==> src/rtl/uart_tx_arbiter.sv <==
// rtl/uart_tx_arbiter.sv - packet-level round-robin arbiter in front of a UART TX FIFO write port
//
// Grants one requester per packet and forwards its bytes to the TX FIFO so
// packets never interleave on the serial line. A grant ends on a last beat or
// is force-released after MAX_PKT beats (trunc_o pulses on that beat).
//
// Optional feature macro: UART_ARB_ID_HDR_EN
//   When defined, every grant first writes the owner index (zero-extended)
//   as a one-byte header before the packet bytes.
//
// Ports:
//   clk_i        system clock, rising edge
//   rst_ni       asynchronous active-low reset
//   req_valid_i  per-requester byte valid
//   req_data_i   per-requester byte, requester k at [k*DATA_WIDTH +: DATA_WIDTH]
//   req_last_i   per-requester end-of-packet flag, qualified by valid
//   req_ready_o  per-requester accept
//   fifo_full_i  TX FIFO full
//   fifo_wen_o   TX FIFO write enable
//   fifo_din_o   TX FIFO write data (0 when not writing)
//   grant_o      one-hot current owner, 0 when idle
//   busy_o       a grant is active
//   trunc_o      pulse on the beat that force-releases a grant at MAX_PKT
module uart_tx_arbiter #(
  parameter int NUM_REQ    = 4,
  parameter int DATA_WIDTH = 8,
  parameter int MAX_PKT    = 64
) (
  input  logic                          clk_i,
  input  logic                          rst_ni,
  input  logic [NUM_REQ-1:0]            req_valid_i,
  input  logic [NUM_REQ*DATA_WIDTH-1:0] req_data_i,
  input  logic [NUM_REQ-1:0]            req_last_i,
  output logic [NUM_REQ-1:0]            req_ready_o,
  input  logic                          fifo_full_i,
  output logic                          fifo_wen_o,
  output logic [DATA_WIDTH-1:0]         fifo_din_o,
  output logic [NUM_REQ-1:0]            grant_o,
  output logic                          busy_o,
  output logic                          trunc_o
);

  localparam int IDX_W = $clog2(NUM_REQ);
  localparam int CNT_W = $clog2(MAX_PKT + 1);
  localparam logic [CNT_W-1:0] LAST_CNT = CNT_W'(MAX_PKT - 1);
  localparam logic [IDX_W-1:0] TOP_IDX  = IDX_W'(NUM_REQ - 1);

`ifdef UART_ARB_ID_HDR_EN
  typedef enum logic [1:0] {S_IDLE = 2'd0, S_HDR = 2'd1, S_XFER = 2'd2} state_t;

  // The header byte carries the owner index, so it must fit in a data word.
  if (DATA_WIDTH < $clog2(NUM_REQ)) begin : g_hdr_width_check
    $error("uart_tx_arbiter: DATA_WIDTH too narrow for the owner index header");
  end
`else
  typedef enum logic {S_IDLE = 1'b0, S_XFER = 1'b1} state_t;
`endif

  state_t               state_q, state_d;
  logic [IDX_W-1:0]     rr_q, rr_d;
  logic [IDX_W-1:0]     owner_q, owner_d;
  logic [NUM_REQ-1:0]   grant_q, grant_d;
  logic [CNT_W-1:0]     cnt_q, cnt_d;

  logic [IDX_W-1:0]     sel_idx;
  logic                 own_valid;
  logic                 own_last;
  logic [DATA_WIDTH-1:0] own_data;
  logic                 accept;

  assign own_valid = req_valid_i[owner_q];
  assign own_last  = req_last_i[owner_q];
  assign own_data  = req_data_i[int'(owner_q)*DATA_WIDTH +: DATA_WIDTH];

  assign grant_o = grant_q;
  assign busy_o  = (state_q != S_IDLE);

  // Round-robin pick: walk downward over offsets so the smallest offset from
  // the pointer (the first valid requester at or after rr_q) wins.
  always_comb begin
    sel_idx = '0;
    for (int i = NUM_REQ - 1; i >= 0; i--) begin
      automatic int c = int'(rr_q) + i;
      if (c >= NUM_REQ) c = c - NUM_REQ;
      if (req_valid_i[c]) sel_idx = IDX_W'(c);
    end
  end

  always_comb begin
    state_d     = state_q;
    rr_d        = rr_q;
    owner_d     = owner_q;
    grant_d     = grant_q;
    cnt_d       = cnt_q;
    req_ready_o = '0;
    fifo_wen_o  = 1'b0;
    fifo_din_o  = '0;
    trunc_o     = 1'b0;
    accept      = 1'b0;
    case (state_q)
      S_IDLE: begin
        if (|req_valid_i) begin
          owner_d = sel_idx;
          grant_d = NUM_REQ'(1) << sel_idx;
          cnt_d   = '0;
`ifdef UART_ARB_ID_HDR_EN
          state_d = S_HDR;
`else
          state_d = S_XFER;
`endif
        end
      end
`ifdef UART_ARB_ID_HDR_EN
      S_HDR: begin
        if (!fifo_full_i) begin
          fifo_wen_o = 1'b1;
          fifo_din_o = DATA_WIDTH'(owner_q);
          state_d    = S_XFER;
        end
      end
`endif
      S_XFER: begin
        req_ready_o[owner_q] = !fifo_full_i;
        accept = own_valid && !fifo_full_i;
        if (accept) begin
          fifo_wen_o = 1'b1;
          fifo_din_o = own_data;
          cnt_d      = cnt_q + 1'b1;
          // Release on a last beat, or force-release once the beat limit is hit.
          if (own_last || (cnt_q == LAST_CNT)) begin
            trunc_o = !own_last;
            state_d = S_IDLE;
            grant_d = '0;
            rr_d    = (owner_q == TOP_IDX) ? '0 : owner_q + 1'b1;
          end
        end
      end
      default: begin
        state_d = S_IDLE;
        grant_d = '0;
      end
    endcase
  end

  always_ff @(posedge clk_i or negedge rst_ni) begin
    if (!rst_ni) begin
      state_q <= S_IDLE;
      rr_q    <= '0;
      owner_q <= '0;
      grant_q <= '0;
      cnt_q   <= '0;
    end else begin
      state_q <= state_d;
      rr_q    <= rr_d;
      owner_q <= owner_d;
      grant_q <= grant_d;
      cnt_q   <= cnt_d;
    end
  end

endmodule

==> config.mk <==
export PLATFORM = sky130hd
export DESIGN_NAME = uart_tx_arbiter
export DESIGN_NICKNAME = d
export VERILOG_FILES = /design/src/rtl/uart_tx_arbiter.sv
export SDC_FILE = /design/constraint.sdc
export NUM_CORES = 1
export LEC_CHECK = 0
export BUFFER_PORTS_ARGS = -buffer_cell sky130_fd_sc_hd__buf_2
export CORE_MARGIN = 2
export CORE_UTILIZATION = 40
export DETAILED_ROUTE_END_ITERATION = 16
export PLACE_DENSITY = 0.87
export SLEW_MARGIN = 10
export SYNTH_ARGS = -nofsm -noshare
export SYNTH_HDL_FRONTEND = slang
export SYNTH_SLANG_ARGS = --single-unit
==> constraint.sdc <==
create_clock -name clk_i -period 1.95 [get_ports clk_i]
set_clock_uncertainty 0.15 [all_clocks]
set_input_delay 0.0975 -clock clk_i [delete_from_list [all_inputs] [get_ports clk_i]]
set_output_delay 0.0975 -clock clk_i [all_outputs]
set_load 0.05 [all_outputs]
Word-level counts from Yosys, hierarchy flattened --
Cells that the tools add are included.
Word-level totals: register bits after elaboration 16, input port bits 43, output and inout bits 19, logic and storage cells 89
Cells by class: $add $sub $neg 9, $lt $le $gt $ge 10, eq/ne operators 5, shift operators 2, multiplexer cells 46, bitwise logic cells 2, reductions and logical operators 10
Operators by type and width (count):
- 32-bit by 4-bit less-than comparator with 1-bit output (second input constant) | 4
- 32-bit 2-to-1 mux | 4
- 32-bit by 6-bit indexed part select with 8-bit output | 1
- 1-bit 2-to-1 mux | 19
- 4-bit 2-to-1 mux | 4
- 8-bit 2-to-1 mux | 2
- 7-bit 2-to-1 mux | 2
- 7-bit case mux with 2 select lines | 1
- 1-bit binary-select mux with 2-bit select | 6
- 3-bit by 3-bit subtractor with 4-bit output (second input constant) | 3
- 2-bit 2-to-1 mux | 5
- 3-bit >= comparator (second input constant) | 3
- 4-bit case mux with 2 select lines | 1
- 7-bit by 1-bit adder with 7-bit output (second input constant) | 1
- 7-bit by 6-bit == test with 1-bit output (second input constant) | 1
- 2-bit by 2-bit adder with 3-bit output (second input constant) | 2
- 3-bit AND reduction | 2
- 4-bit AND | 1
- 2-bit by 1-bit != test with 1-bit output (second input constant) | 2
- 2-bit AND reduction | 2
- 4-bit OR reduction | 1
- 1-bit by 2-bit << shifter with 4-bit output (first input constant) | 1
- 2-bit by 3-bit subtractor with 4-bit output (second input constant) | 1
- 2-bit by 1-bit adder with 3-bit output (second input constant) | 1
- other kinds (12) | 14

Depth between registers and ports, before layout --
Gate-level depths: netlist (run 1).
depth in word-level cells 13, mapped depth 6, gate-level depth less buffers 5

Worst setup path before layout (run 1) --
OpenSTA, ideal clock, no wires.
path type register -> output, start point register state_q (netlist: busy_o), end point output trunc_o, data arrival time 2572 ps, data required time 1702 ps, slack -870 ps, stages on the path, launching flop included 4, buffers on the path 0, path through dfrtp_1 > and2b_1 > nand2_2 > nor4_1
On the way: longest elaborated chain between the ends 1
Ends and longest elaborated chain:
- start: declaration | line 59 | state_t state_q, state_d;
- start signal: assignment | line 153 | state_q <= state_d;
- 1-bit 2-to-1 mux | line 100 | case (state_q)
- end: declaration | line 40 | output logic trunc_o
Every way passes these cells.

Worst setup path in the final report (run 1) --
start point register owner_q[0], end point output fifo_din_o[1]
On the way: longest elaborated chain between the ends 5, elaborated cells on any way between the ends 6, classes of those cells shift: 1; mux: 4; reduce/logical: 1
Ends and longest elaborated chain:
- start: declaration | line 61 | logic [IDX_W-1:0] owner_q, owner_d;
- start signal: assignment | line 155 | owner_q <= owner_d;
- parallel branches: the longest is 3 deep, another holds 32-bit by 6-bit indexed part select with 8-bit output
- 8-bit 2-to-1 mux (*) | line 125 | if (accept) begin
- 8-bit 2-to-1 mux (*) | line 100
- end: declaration | line 37 | output logic [DATA_WIDTH-1:0] fifo_din_o,
Mark *: on every way between the ends. The select of a mux whose other input is x is not followed.

==> run_results.csv, run 1 <==
group,metric,value,unit
timing,worst_slew_pin_slew,0.407,ns
yosys,synthFlopType,"dfrtp_1",
outcome,violations,"setup timing",
timing,finalSetupViolCount,9,
timing,setup_tns,-0.506,ns
yosys,synth_top_cell_by_area,"dfrtp_1",
timing,relSlewSlack,72.6,%
drt,final_antenna_net_count,0,
finish,drive_gt1_share,57.1,%
yosys,post_synth_num_cell_types,38,
yosys,synth_edf_count,0,
drt,via_per_inst,5.66,
drt,route.vias.total,1178,
placement,placed_area,0.00157,mm2
placement,dp_hpwl,2780,um
drt,wl_per_cell,16.6,um
floorplan,die_w,58.4,um
drt,wirelength,3460,um
global_routing,grt_use_total,20.6,%
yosys,synth_common_cells,"dfrtp_1, and3_1, mux4_2",
floorplan,start_util,42.6,%
finish,fillCellCount,212,
power_and_ir_drop,p_per_area,1340,mW/mm2
floorplan,fp-row-count,19,
floorplan,io_pins,62,
power_and_ir_drop,ir_drop,1.30,mV
yosys,avgSynthCellArea,10.9,um2
clocking,clk_pin_slew_worst_paths,0.09,ns
clocking,clk_latency,0.28,ns
worst_setup_path,reg2reg_depth,4,
global_routing,grt_overflow,0,
clocking,cts_buffer_depth,2,
global_routing,grt_start_max_net_pins,17,
worst_setup_path,critical_path.most_common_cell,"buf_6",
yosys,synth_area,0.00118,mm2
yosys,postSynth.asyncResetShare,100,%
placement,place.gp.congestion,0.876,
worst_setup_path,critPathMaxStageDelay,0.57,ns
worst_setup_path,end_kind,"output port",
yosys,yosysMostFrequentCell,"dfrtp_1",
yosys,synth_seq_cells,16,
worst_setup_path,worstPathCellList,"mux4_2 > buf_6 > and3_4 > buf_6",
floorplan,die_h,58.4,um
finish,num_antenna_cells,0,
timing,fmax,497,MHz
yosys,synth_warnings,0,
timing,drv_slew,0,
floorplan,die_area,0.00341,mm2
flow_run,drv_cap,0,
finish,layout.nets,226,
worst_hold_path,hp-class,"input port to flip-flop",
timing,period_share,103,%
clocking,cts_sinks,16,
yosys,syn_inst,109,
placement,io_buffers,61,
yosys,ys_seq_area_share,33.8,%
timing,rsz0062_at_grt,"true",
finish,fin_area,0.00177,mm2
worst_setup_path,startpoint_type,"flip-flop",
global_routing,antenna_found_initial,0,
worst_setup_path,cp_slowest_cell,"mux4_2",
timing,period_minus_slack,2.01,ns
timing,setup_ws,-0.0618,ns
global_routing,grt_pass1_vias,1202,
drt,dr.pass1.iters,4,
clocking,cts_made_buffers,3,
worst_setup_path,crit_type,"flip-flop to output port",
clocking,cts_tree,"done",
global_routing,grt_pass1_wl,5340,um
clocking,cts_root_buf,"clkbuf_4",
finish,area_growth,49.4,%
worst_setup_path,cp_max_fo,10,
outcome,outcome,"finished with violations",
timing,hold_violations,0,
yosys,netlist_top_cells_area,"dfrtp_1, mux4_2, and3_1",
worst_hold_path,whs_path_depth,3,
yosys,yosysTopAreaCellShare,33.8,%
worst_setup_path,required,1.70,ns
power_and_ir_drop,p_leak,0.000882,uW
floorplan,core,0.00278,mm2
yosys,synthesis.nets,157,
worst_setup_path,worstPathArrival,1.76,ns
clocking,h-tree-depth,1,
drt,drc_errors,0,
drt,drt_iter0_drc,31,
[metrics by stage]
stage / setup slack [ns] / instances / hold slack [ns] / util [%] / power [uW]
final: -0.0618 / 208 / 0.0407 / 63.7 / 2370
after global routing: -0.105 / 208 / 0.0602 / 63.7 / 2500
after CTS: -0.0770 / 208 / 0.0760 / 61.8 / 2280
after detailed placement: 0.0880 / 200 / -0.119 / 56.3 / 1910
after global placement: 0.139 / 200 / -0.128 / 56.3 / 1860
after floorplan: 0.0289 / 109 / -0.348 / - / 1570
[final timing paths]
path / endpoint / startpoint / slack, ns
worst max register to register: rr_q[0]$_DFFE_PN0P_ / owner_q[0]$_DFFE_PN0P_ / 0.02
min in group asynchronous: cnt_q[6]$_DFFE_PN0P_ / rst_ni / 0.11
worst min-delay path: busy_o$_DFF_PN0_ / req_valid_i[0] / 0.04
worst min register to register: cnt_q[4]$_DFFE_PN0P_ / cnt_q[4]$_DFFE_PN0P_ / 0.35
worst max-delay path: fifo_din_o[1] / owner_q[0]$_DFFE_PN0P_ / -0.06
max in group asynchronous: busy_o$_DFF_PN0_ / rst_ni / 1.25
[final cells by class]
cell class,count,area [um2],area share (%)
multi-input cells,83,815,46.0
repair buffers,70,460,26.0
flip-flops and latches,16,403,22.8
well taps,31,38.8,2.19
clock buffers,4,36.3,2.05
inverters,4,17.5,0.989
[kinds of logic after synthesis]
logic type,Yosys count,synth area share (%)
adder cells (fa/ha/maj),5,5.28
buffers and inverters,10,3.48
AO/OA/AOI/OAI,17,10.9
AND/OR/NAND/NOR,45,22.1
flip-flops,16,33.8
multiplexers,15,23.8
XOR/XNOR,1,0.739
[layout by cell type, fill, tap and decap left out, types with 4 or more instances in the layout]
master / netlist / routed
dfrtp_1: 16 / 14
buf_6: 0 / 12
a32o_1: 4 / 4
o21ai_0: 4 / 4
and2_1: 7 / 7
mux4_2: 9 / 10
ha_1: 5 / 5
nand3_1: 6 / 6
buf_4: 0 / 5
clkbuf_4: 0 / 4
nand2_1: 7 / 7
and3_4: 0 / 8
buf_2: 3 / 50
[state kept, by name (all words and copies together) (netlist names)]
signal and cells:
cnt_q 7, grant_o 4, owner_q 2, busy_o 1
rr_q 2
[layer usage]
metal,GRT usage (%),wire length (um),up-vias
li1,-,-,553
met1,23.5,1320,566
met2,38.2,1850,47
met3,2.64,185,12
met4,8.97,98,0
met5,0,0,-
[worst max-delay path: cells and delay by family, from the launching register on]
family	cells	cell delay (ns)
flip-flops	1	0.43
AND/OR/NAND/NOR	1	0.17
buffers and inverters	2	0.31
multiplexers	1	0.57
[where the power goes]
part           leakage [uW]  switching, uW  internal [uW]
Combinational      0.000657            891            711
Sequential         0.000205            109            443
Clock             0.0000210           99.1            113
Total              0.000882           1100           1270
[what timing repair did]
| item | CTS | global route |
|---|---|---|
| pin swaps | 2 | 1 |
| endpoints found under the setup margin | 9 | 14 |
| hold buffers | 1 | 0 |
| resized for setup | 24 | 16 |
| hold endpoints to repair | 16 | 0 |
| buffers inserted | 3 | 0 |
| gates cloned | 0 | 0 |
(Power assumes the default switching activity.)
==> run 2: changes to the inputs <==
- CORE_MARGIN: 2 -> default
- SKIP_CTS_REPAIR_TIMING: default -> 1
==> run 2 against run 1 <==
Compared with the run above: the run still ends with setup timing left; via count rose by 5.9%; highest routed layer unchanged; largest cell class unchanged; hold slack improved by 0.0046 ns; critical endpoint is now fifo_din_o[5]; wire length rose by 8.2%.
==> run_results.csv, run 2 (synthesis gave the netlist of run 1 again) <==
group,metric,value,unit
timing,period_share,109,%
worst_hold_path,hp-class,"input port to flip-flop",
global_routing,antenna_found_initial,0,
worst_setup_path,cp_max_fo,5,
global_routing,grt_pass1_vias,1192,
power_and_ir_drop,p_comb_share,68.0,%
flow_run,drv_cap,0,
worst_setup_path,worstPathArrival,1.87,ns
finish,layout.nets,228,
placement,dp_cells,200,
clocking,cts_buffer_depth,2,
finish,largest_reg_flops,7,
power_and_ir_drop,p_total,2480,uW
worst_hold_path,hp-start,"req_valid_i[0]",
finish,finalNonFillerCells,210,
timing,setup_ws,-0.167,ns
outcome,violations,"setup timing",
placement,placed_area,0.00157,mm2
placement,io_buffers,61,
finish,ff_latch_area,403,um2
placement,place.gp.congestion,0.891,
drt,route.vias.total,1247,
timing,fmax,472,MHz
timing,worst_slew_pin_slew,0.395,ns
floorplan,die_w,56.4,um
power_and_ir_drop,p_leak,0.000907,uW
timing,hold_violations,0,
clocking,clk_pin_slew_worst_paths,0.10,ns
global_routing,grt_overflow,0,
floorplan,io_pins,62,
finish,area_growth,53.5,%
power_and_ir_drop,clock_power_share,8.8,%
timing,finalSetupViolCount,14,
finish,fin_area,0.00182,mm2
floorplan,die_area,0.00318,mm2
drt,via_per_inst,5.94,
finish,num_antenna_cells,0,
drt,drc_errors,0,
clocking,clk_latency,0.29,ns
drt,final_antenna_net_count,0,
finish,final_cell_mix,"buf_2, buf_6, dfrtp_1",
drt,wirelength,3740,um
floorplan,core,0.00278,mm2
finish,layout.cells.most_common,"buf_2",
worst_setup_path,r2r_start,"owner_q[0]$_DFFE_PN0P_",
timing,setup_tns,-1.52,ns
worst_setup_path,required,1.70,ns
worst_setup_path,regToRegSetupSlack,-0.03,ns
worst_setup_path,reg2reg_to,"rr_q[1]$_DFFE_PN0P_",
timing,relSlewSlack,73.4,%
finish,multi_input_area,822,um2
power_and_ir_drop,p_sw_share,46.9,%
drt,dr.pass1.iters,4,
clocking,cts_sinks,16,
floorplan,start_util,42.6,%
worst_setup_path,reg2reg_depth,4,
worst_setup_path,startpoint_type,"flip-flop",
timing,drv_slew,0,
worst_setup_path,end_kind,"output port",
power_and_ir_drop,ir_drop,0.982,mV
worst_hold_path,whs_path_depth,3,
worst_hold_path,hold_end,"busy_o$_DFF_PN0_",
drt,wl_per_cell,17.8,um
global_routing,grt_use_total,21.1,%
power_and_ir_drop,p_per_area,1360,mW/mm2
finish,fillCellCount,218,
global_routing,grt_start_max_net_pins,17,
worst_setup_path,crit_type,"flip-flop to output port",
timing,period_minus_slack,2.12,ns
clocking,cts_root_buf,"clkbuf_4",
outcome,outcome,"finished with violations",
global_routing,grt_pass1_wl,5220,um
finish,regMostFlops,"cnt_q",
clocking,h-tree-depth,1,
power_and_ir_drop,power.switching,1160,uW
placement,dp_hpwl,2650,um
drt,drt_iter0_drc,38,
floorplan,fp-row-count,19,
timing,rsz0062_at_grt,"true",
clocking,cts_tree,"done",
finish,drive_gt1_share,58.1,%
power_and_ir_drop,p_seq_share,23.1,%
power_and_ir_drop,internal-power,1320,uW
floorplan,die_h,56.4,um
clocking,cts_made_buffers,3,
## run 2: critical path, cell delays in order, from the launching register on
cell     delay [ns]
dfrtp_2        0.48
mux4_2         0.61
buf_6          0.17
and3_4         0.16
buf_6          0.15
## run 2: layout make-up
cell class                 instances  area share (%)
clock buffer                       4            1.99
multi-input combinational         83            45.2
inverter                           4           0.963
sequential                        16            22.1
timing repair buffer              72            27.6
tap                               31            2.13
## run 2: power by group through the flow
stage               logic [uW]  clock network (uW)  registers [uW]
global route              1780                 243             591
floorplan                  899                   0             669
finish                    1690                 219             574
CTS                       1370                 225             554
global placement          1310                   0             545
detailed placement        1370                   0             560
## run 2: how the worst max path moves through the flow
stage,start,end,slack [ns],cells after the start
CTS,owner_q[0]$_DFFE_PN0P_,fifo_din_o[7],-0.25,4
finish,owner_q[0]$_DFFE_PN0P_,fifo_din_o[5],-0.17,4
global placement,owner_q[0]$_DFFE_PN0P_,fifo_din_o[7],0.13,4
detailed placement,owner_q[0]$_DFFE_PN0P_,rr_q[0]$_DFFE_PN0P_,0.08,5
floorplan,owner_q[0]$_DFFE_PN0P_,rr_q[0]$_DFFE_PN0P_,0.03,5
global route,owner_q[0]$_DFFE_PN0P_,fifo_din_o[7],-0.22,4
## run 2: metal layers
layer / vias up / GRT usage (%) / routed length, um
li1: 556 / - / -
met1: 604 / 24.7 / 1390
met2: 73 / 37.5 / 2020
met3: 14 / 3.46 / 210
met4: 0 / 9.76 / 119
met5: - / 0 / 0
## run 2: per-stage QoR
step	setup slack [ns]	util, %	hold slack (ns)
after floorplan	0.0289	-	-0.348
after global placement	0.133	56.3	-0.130
final	-0.167	65.4	0.0454
after global routing	-0.216	65.4	0.0434
after detailed placement	0.0760	56.3	-0.118
after CTS	-0.252	57.6	-0.435
==> run 3: changes to the inputs <==
- RECOVER_POWER: default -> 50
==> run 3 against run 2 <==
Compared with the run above: the flow still finishes with violations (setup timing); utilization is 0.090 points lower; cell count unchanged; critical path depth is the same; largest cell class unchanged.
==> run_results.csv, run 3 (synthesis gave the netlist of run 1 again) <==
group,metric,value,unit
drt,dr.pass1.iters,4,
clocking,cts_made_buffers,3,
finish,num_antenna_cells,0,
global_routing,grt_use_total,21.1,%
finish,fin_area,0.00182,mm2
global_routing,grt_pass1_vias,1192,
timing,finalSetupViolCount,14,
worst_setup_path,cp_slowest_cell,"mux4_2",
timing,fmax,472,MHz
timing,hold_violations,0,
global_routing,grt_pass1_wl,5220,um
floorplan,die_area,0.00318,mm2
power_and_ir_drop,p_seq_share,23.2,%
timing,period_share,109,%
timing,setup_ws,-0.169,ns
floorplan,die_w,56.4,um
placement,io_buffers,61,
finish,layout.cells.most_common,"buf_2",
finish,fillCellCount,220,
finish,area_growth,53.3,%
worst_setup_path,worstPathArrival,1.87,ns
power_and_ir_drop,ir_drop,0.982,mV
clocking,clk_latency,0.28,ns
floorplan,fp-row-count,19,
finish,ff_latch_area,403,um2
timing,setup_tns,-1.53,ns
power_and_ir_drop,power.switching,1170,uW
drt,drc_errors,0,
clocking,h-tree-depth,1,
timing,drv_slew,0,
floorplan,io_pins,62,
worst_setup_path,required,1.70,ns
floorplan,die_h,56.4,um
clocking,cts_sinks,16,
power_and_ir_drop,internal-power,1320,uW
global_routing,grt_start_max_net_pins,17,
worst_setup_path,startpoint_type,"flip-flop",
placement,dp_hpwl,2650,um
global_routing,met1_usage,24.7,%
finish,final_cell_mix,"buf_2, buf_6, dfrtp_1",
clocking,cts_tree,"done",
drt,drt_iter0_drc,30,
timing,relSlewSlack,39.5,%
drt,via_per_inst,5.98,
power_and_ir_drop,clock_power_share,8.8,%
power_and_ir_drop,p_leak,0.000900,uW
finish,multi_input_area,822,um2
floorplan,start_util,42.6,%
global_routing,use_met2,37.5,%
floorplan,core,0.00278,mm2
global_routing,grtUsageMet3,3.46,%
drt,route.vias.total,1256,
finish,regMostFlops,"cnt_q",
finish,layout.nets,228,
global_routing,grt-busiest-layer,"met2",
clocking,cts_root_buf,"clkbuf_4",
timing,rsz0062_at_grt,"true",
worst_setup_path,critPathMaxStageDelay,0.61,ns
placement,placed_area,0.00157,mm2
timing,period_minus_slack,2.12,ns
finish,drive_gt1_share,57.0,%
finish,final_core_util,65.3,%
finish,largest_reg_flops,7,
worst_hold_path,hp-class,"input port to flip-flop",
power_and_ir_drop,p_per_area,1370,mW/mm2
clocking,clk_pin_slew_worst_paths,0.10,ns
worst_setup_path,critical_path.most_common_cell,"buf_6",
clocking,cts_buffer_depth,2,
placement,place.gp.congestion,0.891,
timing,worst_slew_pin_slew,0.908,ns
drt,wirelength,3760,um
worst_setup_path,cp_max_fo,5,
power_and_ir_drop,p_sw_share,47.0,%
drt,final_antenna_net_count,0,
worst_setup_path,end_kind,"output port",
outcome,violations,"setup timing",
worst_setup_path,crit_type,"flip-flop to output port",
worst_setup_path,worstPathCellList,"mux4_2 > buf_6 > and3_4 > buf_6",
drt,wl_per_cell,17.9,um
placement,dp_slack,0.0760,ns
outcome,outcome,"finished with violations",
power_and_ir_drop,p_comb_share,68.0,%
global_routing,grt_overflow,0,
global_routing,antenna_found_initial,0,
flow_run,drv_cap,0,
==> run 3: cell type report <==
cell class	count	share of cell area, %
Multi-Input combinational cell	83	45.2
Sequential cell	16	22.2
Inverter	4	0.964
Clock buffer	4	2.00
Tap cell	31	2.13
Timing Repair Buffer	72	27.5
==> run 3: path summary, 6_finish.rpt <==
path / from / to / slack, ns / depth (start not counted)
max: owner_q[0]$_DFFE_PN0P_ / fifo_din_o[5] / -0.17 / 4
min: req_valid_i[0] / busy_o$_DFF_PN0_ / 0.04 / 3
max reg2reg: owner_q[0]$_DFFE_PN0P_ / rr_q[1]$_DFFE_PN0P_ / -0.03 / 4
min reg2reg: grant_o[0]$_DFFE_PN0P_ / grant_o[0]$_DFFE_PN0P_ / 0.38 / 1
max in group asynchronous: rst_ni / busy_o$_DFF_PN0_ / 0.73 / 2
min in group asynchronous: rst_ni / cnt_q[0]$_DFFE_PN0P_ / 0.30 / 2
==> run 3: power groups by stage <==
stage / combinational, uW / sequential, uW / clock [uW]
finish: 1690 / 575 / 219
detailed placement: 1370 / 560 / 0
floorplan: 899 / 669 / 0
global route: 1780 / 591 / 243
CTS: 1370 / 554 / 225
global placement: 1310 / 545 / 0
==> run 3: through the flow <==
step | total power (uW) | std cells | hold slack [ns]
6_report | 2480 | 210 | 0.0430
5_1_grt | 2610 | 210 | 0.0434
4_1_cts | 2150 | 204 | -0.435
3_5_place_dp | 1930 | 200 | -0.118
3_3_place_gp | 1850 | 200 | -0.130
2_1_floorplan | 1570 | 109 | -0.348
==> run 3: metal layers <==
| layer | share of wire [%] | vias up |
|---|---|---|
| met3 | 5.5 | 14 |
| met1 | 37 | 612 |
| met5 | 0 | - |
| li1 | - | 555 |
| met2 | 55 | 75 |
| met4 | 3.2 | 0 |
==> run 3: critical path: cells and delay by family (launching register included) <==
| family | cells | cell delay (ns) |
|---|---|---|
| buffers and inverters | 2 | 0.32 |
| multiplexers | 1 | 0.61 |
| AND/OR/NAND/NOR | 1 | 0.17 |
| flip-flops | 1 | 0.48 |
